===== config.mk =====
export PLATFORM = sky130hd
export DESIGN_NAME = x_mux_trigger
export DESIGN_NICKNAME = d
export VERILOG_FILES = /design/src/rtl/x_mux_trigger_pkg.sv /design/src/rtl/x_mux_trigger_sample.sv /design/src/rtl/x_mux_trigger.sv
export SDC_FILE = /design/constraint.sdc
export NUM_CORES = 1
export LEC_CHECK = 0
export ABC_AREA = 1
export BUFFER_PORTS_ARGS = -buffer_cell sky130_fd_sc_hd__buf_2
export CAP_MARGIN = 0
export CORE_MARGIN = 2
export CORE_UTILIZATION = 50
export CTS_CLUSTER_DIAMETER = 120
export CTS_CLUSTER_SIZE = 20
export DETAILED_ROUTE_END_ITERATION = 10
export GPL_TIMING_DRIVEN = 1
export HOLD_SLACK_MARGIN = 0.1
export PLACE_DENSITY_LB_ADDON = 0.05
export SLEW_MARGIN = 30
export SYNTH_ARGS = -nofsm -noshare
export SYNTH_HDL_FRONTEND = slang
export SYNTH_SLANG_ARGS = --single-unit

===== constraint.sdc =====
create_clock -name i_clk -period 1.5 [get_ports i_clk]
set_clock_uncertainty 0.15 [all_clocks]
set_input_delay 0.225 -clock i_clk [delete_from_list [all_inputs] [get_ports i_clk]]
set_output_delay 0.225 -clock i_clk [all_outputs]
set_load 0.1 [all_outputs]

===== src/rtl/x_mux_trigger_pkg.sv =====
`default_nettype none
// ============================================================================
// Module   : x_mux_trigger_pkg
// Brief    : Shared width default and sample type for the capture/trigger
//            stage of the delay-line datapath.
// Revision : 1.0 - initial release
// ============================================================================
package x_mux_trigger_pkg;

  // Default tap-sample width of the delay line.
  localparam int WIDTH_DEF = 32;

  // One raw tap-sample word at the default width.
  typedef logic [WIDTH_DEF-1:0] sample_t;

endpackage : x_mux_trigger_pkg
`default_nettype wire


===== src/rtl/x_mux_trigger_sample.sv =====
`default_nettype none
// ============================================================================
// Module   : x_mux_trigger_sample
// Brief    : Two-stage tap-sample pipeline (current / previous) with a
//            full-width change detector between the two stages.
// Revision : 1.0 - initial release
// ============================================================================
module x_mux_trigger_sample
  import x_mux_trigger_pkg::*;
#(
  parameter int WIDTH = WIDTH_DEF
) (
  input  logic             clk,
  input  logic             nrst,
  input  logic [WIDTH-1:0] data,
  output logic [WIDTH-1:0] sample,
  output logic             trig
);

  logic [WIDTH-1:0] s1;
  logic [WIDTH-1:0] s2;

  // Capture the raw tap word, then keep one sample of history for the compare.
  always_ff @(posedge clk) begin
    if (!nrst) begin
      s1 <= '0;
      s2 <= '0;
    end else begin
      s1 <= data;
      s2 <= s1;
    end
  end

  // Any single-bit difference between consecutive samples is a trigger; both
  // operands are registers, so there is no path from the raw input to trig.
  always_comb begin
    trig = (s1 != s2);
  end

  assign sample = s1;

endmodule : x_mux_trigger_sample
`default_nettype wire


===== src/rtl/x_mux_trigger.sv =====
`default_nettype none
// ============================================================================
// Module   : x_mux_trigger
// Brief    : Capture/trigger stage. Samples the delay-line tap word each
//            clock and loads it into the output snapshot register only when
//            it differs from the previous sample; otherwise holds the last
//            triggered snapshot.
// Revision : 1.0 - initial release
// ============================================================================
module x_mux_trigger
  import x_mux_trigger_pkg::*;
#(
  parameter int WIDTH = WIDTH_DEF
) (
  input  logic             i_clk,
  input  logic             i_nrst,
  input  logic [WIDTH-1:0] i_data,
  output logic [WIDTH-1:0] o_data
);

  logic [WIDTH-1:0] sample;
  logic             trig;

  x_mux_trigger_sample #(
    .WIDTH (WIDTH)
  ) u_sample (
    .clk    (i_clk),
    .nrst   (i_nrst),
    .data   (i_data),
    .sample (sample),
    .trig   (trig)
  );

  // Snapshot register: reset wins over a pending trigger, a trigger loads the
  // newest sample, and equal consecutive samples leave the snapshot untouched.
  always_ff @(posedge i_clk) begin
    if (!i_nrst) begin
      o_data <= '0;
    end else if (trig) begin
      o_data <= sample;
    end
  end

endmodule : x_mux_trigger
`default_nettype wire


# --- After elaboration in Yosys (flattened, before gate mapping) ---
# Cells that the tools add are included.
totals:
  regBits: 96
  in_bits: 34
  wordCells: 4
  output_inout_bits: 32
  latchBits: 0
  mem_bits_ro: 0
  memories: 0
  ram_bits: 0
op_classes:
  n_addsub: 0
  n_eq_ne: 1
  n_mux: 0
  multipliers: 0
  n_reduce_logical: 0
  n_lt_le_gt_ge: 0
  shift: 0
  div_mod_pow: 0
  bitwise_logic: 0
op_table:
  columns: ["cell", "n"]
  rows:
  - ["!= test 32 bit", 1]

# --- Depth between registers and ports, before layout ---
# Gate-level depths: netlist of run 1.
depth:
  word_depth: 1
  ltp_mapped: 12
  ltp_nobuf: 11

# --- Hierarchy ---
# A second synthesis of run 1 with hierarchy kept.
hier_totals:
  hier_cells: 488
  area_unflattened_um2: 3588.4
modules_own_cells:
  columns: ["mod", "cells_each", "n_inst", "area_each_um2", "seq_area_each_um2"]
  rows:
  - ["x_mux_trigger_sample", 286, 1, 2253.4, 1281.2]
  - ["x_mux_trigger", 202, 1, 1335.0, 640.6]

# --- Worst setup path after synthesis of run 1 ---
# OpenSTA, ideal clock, no wires.
synth_timing:
  path_kind: "reg-to-reg"
  from: "register u_sample.s1[10], in the netlist u_sample.sample[10]"
  to: "register o_data[13]"
  path_buffers: 1
  setup_slack_ns: 0.027
  arrival_ns: 1.210
  t_required_ns: 1.237
  period_less_slack_ns: 1.473
  path_stages_with_launch: 13
  setup_ns: 0.113
  cell_sequence: "dfxtp_1 -> inv_1 -> nand2_1 -> nand2_1 -> clkinv_1 -> nand2_1 -> nor2_1 -> nand2_1 -> nor2_2 -> buf_2 -> nand3_1 -> nand2_1 -> nor2_1"
synth_via:
  elab_chain_len: 1
synth_lines:
  columns: ["element", "line_no", "rtl"]
  rows:
  - ["from (decl)", "x_mux_trigger_sample.sv:20", "logic [WIDTH-1:0] s1;"]
  - ["from (signal assigned)", "x_mux_trigger_sample.sv:29", "s1 <= data;"]
  - ["!= test 32 bit", "x_mux_trigger_sample.sv:37", "trig = (s1 != s2);"]
  - ["to (signal assigned)", "x_mux_trigger.sv:40", "o_data <= sample;"]
  - ["to (decl)", "x_mux_trigger.sv:18", "output logic [WIDTH-1:0] o_data"]
# No other way between the ends.
# A chain may end at the register's enable or synchronous reset.

# --- Worst setup path in the final report of run 1 ---
layout_timing:
  from: "register u_sample.s1[9], in the netlist u_sample.sample[9]"
  to: "register o_data[22]"
# Same word-level chain as after synthesis.

==> out/metrics.csv, run 1 <==
metric,value,unit
status,finished with violations,
failed_checks,negative setup slack,
r2r_slack,-0.27,ns
synth_compound_area_share,0.122,%
crit_arrival,1.91,ns
drv_cap,0,
row_count,33,
synth-seq-cells,96,
ant_nets,0,
synth_common_cells,"nand2_1 (208), inv_1 (152), dfxtp_1 (96)",
drt-initial-drc-count,92,
vias_per_cell,4.33,
cts-buffers-inserted,9,
endpoint,o_data[22],
p_leak,3.15,nW
tritoncts,yes,
dr.pass1.iters,4,
antenna_found_initial,0,
cts_buffer_depth,2,
start_util,50.6,%
yosysTopAreaCellShare,46.9,%
io_pins,66,
grt_pass1_wl,14300,um
crit_required,1.64,ns
track_usage,20.5,%
die_w,94.5,um
fin_ws,-0.273,ns
synth_ff_type,dfxtp_1,
yosys-top-cells-area,"dfxtp_1 (47%), nand2_1 (19%), inv_1 (14%), nor2_1 (8.3%), nand3_1 (3.9%)",
synth.area.mux_share,0,%
die_area,8930,um^2
ir_drop,701,uV
multiInputGateArea,1670,um^2
final_nets,795,
max_freq,564,MHz
syn-instance-count,627,
drive_gt1_share,29.2,%
synth.largest_area_cell,dfxtp_1,
synth_edf_count,0,
worstPathMaxFanout,6,
worst_pin_slew,0.419,ns
antenna_cells,0,
avgSynthCellArea,6.53,um^2
globalplace.congestion,0.767,
dp_hpwl,5520,um
ff_latch_area,1980,um^2
seq_area_frac_synth,46.9,%
ys.warnings.count,0,
hold_path.class,in2reg,
drt-total-wl,9350,um
fin_crit,1.77,ns
reg2reg_to,o_data[22],
power_density,960,nW/um^2
fin_cells,871,
drc,0,
synthArstFlopShare,0,%
critPathLaunchType,flop,
htreeDepth,3,
grt_max_degree,97,
hold_viol,0,
clock_latency,0.36,ns
clk_pin_slew,0.10,ns
place_inst,812,
cp-startpoint,u_sample.sample[9],
finalSetupTns,-7.58,ns
area_growth,42.0,%
setup_viol,32,
fin_crit_sh,118,%
fillerInstances,690,
die_y,94.5,um
numPortBuffers,65,
crit_type,reg2reg,
root_buffer,clkbuf_8,
synthAdderAreaFrac,0,%
cp-end-kind,flop,
relSlewSlack,72.1,%
vias,3771,
rsz0062_at_grt,yes,
synth_xor_area_share,3.85,%
reg2reg_from,u_sample.sample[9],
synth_top_family_by_area,simple AND/OR/NAND/NOR gates,
whs_path_depth,4,
synth_area,4090,um^2
synth_cell_types,16,
timing.hold.ws,0.195,ns
yosys.area_share.simple,32.1,%
gr-total-overflow,0,
reg2reg_depth,12,
coreArea,8090,um^2
syn_nets,661,
synth.most_common_cell,nand2_1,
numClockSinks,96,
maxSlewViolCount,0,
grt_pass1_vias,3367,
routedWlPerCell,10.7,um
[layout by cell type, fill, tap and decap left out]
master         count
inv_6              1
buf_4             56
dlygate4sd3_1     32
clkbuf_16          4
dfxtp_2           29
buf_8              3
buf_2             33
bufinv_16          2
and2_1             1
inv_1            140
clkbuf_1           2
xnor2_2            1
nand2_2           22
xnor2_1            9
xor2_1             8
buf_6              5
nor2_2             9
clkinvlp_4         1
nand3_2           10
clkbuf_8          10
buf_12             3
nor2_1            75
dfxtp_1           62
clkinv_2           1
inv_2             12
nand3_1           22
nand2_1          186
clkinv_1           4
a21oi_1            1
dfxtp_4            5
nor2_4            10
clkbuf_4           7
[worst max-delay path, stage by stage (launching register included)]
cell       delay (ns)
dfxtp_4          0.37
inv_2            0.05
nand2_2          0.04
nand2_2          0.07
inv_2            0.04
nor2_2           0.11
nand2_1          0.09
nor2_2           0.12
nand2_2          0.08
nor2_4           0.21
clkbuf_16        0.23
nor2_2           0.04
nor2_1           0.10
[repair_timing]
item / 4_1_cts / 5_1_grt
pin swaps: 1 / 16
hold buffers: 32 / 0
resized for setup: 53 / 100
hold endpoints to repair: 32 / 0
cloned: 1 / 4
buffers inserted: 0 / 6
endpoints found under the setup margin: 57 / 39
[flip-flops by register name, indices dropped and copies added, names as in the netlist]
register         count
o_data              32
u_sample.s2         32
u_sample.sample     32
[through the flow]
| step | cell area, um^2 | worst slack (ns) | util [%] | total power, mW |
|---|---|---|---|---|
| floorplan | 4090 | 0.0273 | - | 3.37 |
| global placement | 4730 | -0.205 | 58.5 | 3.57 |
| detailed placement | 4730 | -0.206 | 58.5 | 3.58 |
| CTS | 5420 | -0.183 | 66.9 | 5.54 |
| global route | 5810 | -0.364 | 71.8 | 5.81 |
| finish | 5810 | -0.273 | 71.8 | 5.58 |
[report_power, final]
part | switching, mW | internal (mW) | total, mW | leakage, nW
sequential | 0.0907 | 2.67 | 2.76 | 0.804
combinational | 0.572 | 0.352 | 0.924 | 2.23
clock | 0.903 | 0.994 | 1.90 | 0.107
total | 1.57 | 4.01 | 5.58 | 3.15
[final cells by class]
cell class,count,share of cell area (%)
timing repair buffer,143,21.0
sequential,96,34.0
clock buffer,12,2.50
multi-input combinational,354,28.8
tap,105,2.26
inverter,157,10.2
clock inverter,4,1.31
[logic make-up (layout without fill, tap and decap cells)]
logic type | count (synthesis) | in the layout
AO/OA/AOI/OAI | 1 | 1
AND/OR/NAND/NOR | 335 | 335
flip-flops | 96 | 96
buffers and inverters | 177 | 316
XOR/XNOR | 18 | 18
[worst min path at each step]
stage                                to  startpoint  slack (ns)
global route        u_sample.sample[27]      i_nrst        0.23
global placement     u_sample.sample[1]   i_data[1]        0.25
finish              u_sample.sample[26]      i_nrst        0.19
floorplan            u_sample.sample[0]   i_data[0]        0.17
CTS                 u_sample.sample[29]      i_nrst        0.21
detailed placement   u_sample.sample[3]   i_data[3]        0.26
[routing by layer]
metal  up-vias  track usage, %  wire length [um]
met5         -               0                 0
met4         0            7.00               127
met3        11            4.31               323
met2        61            36.0              4660
met1      1680            24.8              4240
li1       2019               -                 -
Note: power is estimated with default switching activity, not from simulation.
==> run 2: changes to the inputs <==
--- a/config.mk
+++ b/config.mk
@@ -7,14 +7,13 @@
 export LEC_CHECK = 0
 export ABC_AREA = 1
 export BUFFER_PORTS_ARGS = -buffer_cell sky130_fd_sc_hd__buf_2
-export CAP_MARGIN = 0
 export CORE_MARGIN = 2
-export CORE_UTILIZATION = 50
+export CORE_UTILIZATION = 55
 export CTS_CLUSTER_DIAMETER = 120
 export CTS_CLUSTER_SIZE = 20
 export DETAILED_ROUTE_END_ITERATION = 10
 export GPL_TIMING_DRIVEN = 1
-export HOLD_SLACK_MARGIN = 0.1
+export HOLD_SLACK_MARGIN = 0.08
 export PLACE_DENSITY_LB_ADDON = 0.05
 export SLEW_MARGIN = 30
 export SYNTH_ARGS = -nofsm -noshare
==> constraint.sdc (replaced) <==
create_clock -name i_clk -period 2.04 [get_ports i_clk]
set_clock_uncertainty 0.15 [all_clocks]
set_input_delay 0.306 -clock i_clk [delete_from_list [all_inputs] [get_ports i_clk]]
set_output_delay 0.306 -clock i_clk [all_outputs]
set_load 0.1 [all_outputs]
==> out/metrics.csv, run 2 (same netlist as run 1, synthesis figures left out) <==
metric,value,unit
stdcell_area,4990,um^2
drv_cap,0,
cts_buffer_depth,2,
status,completed,
vias,3591,
intPower,2.59,mW
gr-total-overflow,0,
die_y,90.3,um
crit_type,reg2reg,
drt-total-wl,8040,um
clk_pin_slew,0.10,ns
fin_crit,1.74,ns
maxUsedRoutingLayer,met4,
ctsResizeCount,0,
grt_pass1_wl,14200,um
post_cts_buffers,0,
fin_cells,825,
switchingPower,1.11,mW
crit_required,2.15,ns
numPortBuffers,65,
cp_slowest_cell,dfxtp_1,
numClockSinks,96,
swShare,29.9,%
ir_drop,456,uV
coreArea,7210,um^2
ff_latch_area,1920,um^2
clock_latency,0.36,ns
final_nets,756,
worstPathMaxFanout,20,
power,3.70,mW
dp_slack,0.292,ns
io_pins,66,
power_density,741,nW/um^2
max_freq,575,MHz
area_growth,21.9,%
wl_met3,334,um
vias_per_cell,4.35,
track_usage,21.4,%
grt_max_degree,97,
fin_crit_sh,85.3,%
root_buffer,clkbuf_8,
ant_nets,0,
crit_top_cell,nand2_1,
crit_arrival,1.85,ns
dr.pass1.iters,4,
setup_viol,0,
pwr-share-comb,15.5,%
cp-end-kind,flop,
relSlewSlack,67.3,%
start_util,56.7,%
clkPwrFrac,29.8,%
routedWlPerCell,9.74,um
worst_pin_slew,0.493,ns
die_area,8150,um^2
die_w,90.3,um
critPathLaunchType,flop,
p_leak,2.86,nW
maxSlewViolCount,0,
drive_gt1_share,12.5,%
cts_hold_buf,32,
grt_pass1_vias,3362,
multiInputGateArea,1480,um^2
tritoncts,yes,
cpPeakStageDelay,0.39,ns
hold_path.class,in2reg,
rsz0062_at_grt,no,
postPlaceCellArea,4500,um^2
cts-buffers-inserted,9,
finalSetupTns,0,ns
layout_commonest_cell,nand2_1,
place_inst,778,
fin_ws,0.300,ns
path_cells,inv_1 -> nand2_1 -> nand2_1 -> inv_1 -> nand2_1 -> nor2_1 -> nand2_1 -> nor2_2 -> buf_4 -> nand3_1 -> nand2_1 -> nor2_1,
met2WireLength,3950,um
wl_met1,3670,um
antenna_found_initial,0,
globalplace.congestion,0.744,
drc,0,
htreeDepth,3,
row_count,31,
layout_common_cells,"nand2_1 (208), inv_1 (152), dfxtp_1 (96)",
seqPwrFrac,54.7,%
hold_viol,0,
antenna_cells,0,
fillerInstances,666,
drt-initial-drc-count,116,
dp_hpwl,5360,um
[run 2: cell types whose count changed in the layout (fill, tap and decap cells not counted), moves of 22 or more]
cell and delta:
buf_4 -50, buf_2 +32, nand2_1 +22, dfxtp_1 +34, nand2_2 -22, dfxtp_2 -29
[run 2: metal layers]
| metal | GRT usage [%] | up-vias |
|---|---|---|
| li1 | - | 1942 |
| met1 | 25.0 | 1570 |
| met2 | 38.9 | 73 |
| met3 | 4.84 | 6 |
| met4 | 6.54 | 0 |
| met5 | 0 | - |
[run 2: final timing paths]
path                                     startpoint                  end  slack [ns]  depth (start not counted)
worst max register to register  u_sample.sample[19]           o_data[12]        0.30                         12
worst min-delay path                         i_nrst  u_sample.sample[30]        0.28                          4
worst min register to register  u_sample.sample[23]      u_sample.s2[23]        0.31                          2
worst max-delay path            u_sample.sample[19]           o_data[12]        0.30                         12
[run 2: layout make-up]
cell class                 count  share of cell area [%]
sequential                    96                    38.5
multi-input combinational    354                    29.6
timing repair buffer         104                    14.2
inverter                     157                    11.8
clock buffer                   9                    2.48
tap                           99                    2.48
clock inverter                 6                   0.902
[run 2: critical path: cells and delay by family, from the launching register on]
kind	cells	cell delay [ns]
and+or+nand+nor	9	0.70
buffers and inverters	3	0.37
DFF	1	0.39
[run 2: power by group through the flow]
stage	combinational [mW]	sequential [mW]	clock, mW
floorplan	0.239	2.24	0
global placement	0.522	2.06	0
detailed placement	0.528	2.07	0
CTS	0.576	2.03	1.14
global route	0.637	2.04	1.19
finish	0.572	2.02	1.10
[run 2: through the flow]
stage | hold WS [ns] | utilization, %
after floorplan | 0.254 | -
after global placement | 0.291 | 62.4
after detailed placement | 0.298 | 62.4
after CTS | 0.295 | 69.2
after global routing | 0.321 | 69.2
final | 0.284 | 69.2
==> run 3: changes to the inputs <==
--- a/config.mk
+++ b/config.mk
@@ -7,8 +7,10 @@
 export LEC_CHECK = 0
 export ABC_AREA = 1
 export BUFFER_PORTS_ARGS = -buffer_cell sky130_fd_sc_hd__buf_2
+export CORE_ASPECT_RATIO = 1.1
 export CORE_MARGIN = 2
-export CORE_UTILIZATION = 55
+export CORE_UTILIZATION = 51
+export CTS_BUF_LIST = sky130_fd_sc_hd__clkbuf_4 sky130_fd_sc_hd__clkbuf_8
 export CTS_CLUSTER_DIAMETER = 120
 export CTS_CLUSTER_SIZE = 20
 export DETAILED_ROUTE_END_ITERATION = 10
==> out/metrics.csv, run 3 (same netlist as run 1, synthesis figures left out) <==
metric,value,unit
worst_pin_slew,0.490,ns
start_util,52.0,%
final_nets,756,
root_buffer,clkbuf_8,
antenna_cells,0,
switchingPower,1.11,mW
fin_crit,1.70,ns
setup_viol,0,
swShare,28.7,%
area_growth,24.0,%
maxSlewViolCount,0,
hold_viol,0,
antenna_found_initial,0,
io_pins,66,
layout_commonest_cell,nand2_1,
finalSetupTns,0,ns
globalplace.congestion,0.736,
drc,0,
clk_pin_slew,0.09,ns
drv_cap,0,
htreeDepth,3,
numPortBuffers,65,
pwr-share-comb,14.9,%
vias_per_cell,4.23,
post_cts_buffers,0,
drive_gt1_share,12.7,%
worstPathMaxFanout,18,
intPower,2.76,mW
crit_arrival,1.81,ns
dp_slack,0.365,ns
fin_cells,835,
max_freq,589,MHz
status,completed,
clock_latency,0.37,ns
seqPwrFrac,52.3,%
numClockSinks,96,
layout_common_cells,"nand2_1 (208), inv_1 (152), dfxtp_1 (96)",
track_usage,19.7,%
tritoncts,yes,
grt_pass1_vias,3237,
vias,3530,
cts_buffer_depth,2,
die_y,98.0,um
place_inst,787,
fin_ws,0.341,ns
drt-total-wl,7980,um
cp-end-kind,flop,
crit_type,reg2reg,
dr.pass1.iters,4,
fin_crit_sh,83.3,%
ant_nets,0,
timing.hold.ws,0.192,ns
die_w,89.4,um
grt_max_degree,43,
critPathLaunchType,flop,
clkPwrFrac,32.8,%
drt-initial-drc-count,124,
row_count,34,
routedWlPerCell,9.55,um
power,3.87,mW
rsz0062_at_grt,no,
relSlewSlack,67.5,%
p_leak,2.87,nW
hold_path.class,in2reg,
gr-total-overflow,0,
die_area,8760,um^2
coreArea,7870,um^2
cts-buffers-inserted,9,
grt_pass1_wl,13600,um
dp_hpwl,5240,um
crit_required,2.16,ns
power_density,762,nW/um^2
ir_drop,571,uV
## run 3: timing repair
action                                 CTS  global route
hold buffers                            32             0
endpoints found under the hold margin   32             0
gates resized for setup                  0             0
## run 3: worst paths after layout
kind	startpoint	endpoint	slack, ns	depth (start not counted)
max	u_sample.sample[19]	o_data[29]	0.34	12
min	i_nrst	u_sample.sample[26]	0.19	3
max reg2reg	u_sample.sample[19]	o_data[29]	0.34	12
min reg2reg	u_sample.sample[23]	u_sample.s2[23]	0.31	2
## run 3: final cells by class
| class | count | area (um^2) |
|---|---|---|
| multi-input combinational | 354 | 1480 |
| clock inverter | 6 | 67.6 |
| timing repair buffer | 104 | 748 |
| clock buffer | 10 | 138 |
| sequential | 96 | 1920 |
| inverter | 157 | 589 |
| fill | 742 | 2790 |
| tap | 108 | 135 |
## run 3: power by group through the flow
stage	Clock, mW	Sequential [mW]	Combinational, mW
global placement	0	2.07	0.524
detailed placement	0	2.07	0.533
finish	1.27	2.02	0.576
CTS	1.30	2.02	0.582
floorplan	0	2.24	0.239
global route	1.38	2.04	0.644
## run 3: through the flow
step | area [um^2] | utilization (%)
3_3_place_gp | 4550 | 57.8
6_report | 5080 | 64.5
3_5_place_dp | 4550 | 57.8
2_1_floorplan | 4090 | -
4_1_cts | 5080 | 64.5
5_1_grt | 5080 | 64.5
## run 3: worst max-delay path: stages, from the launching register on
cell,delay [ns]
dfxtp_1,0.38
inv_1,0.05
nand2_1,0.05
nand2_1,0.08
inv_1,0.07
nand2_1,0.07
nor2_1,0.10
nand2_1,0.07
nor2_2,0.09
buf_4,0.26
nand3_1,0.11
nand2_1,0.07
nor2_1,0.04
## run 3: layer usage
| metal | vias up | track usage, % | routed length (um) |
|---|---|---|---|
| met5 | - | 0 | 0 |
| met4 | 0 | 8.04 | 147 |
| met3 | 12 | 3.80 | 223 |
| met2 | 49 | 34.2 | 3900 |
| met1 | 1531 | 23.4 | 3710 |
| li1 | 1938 | - | - |
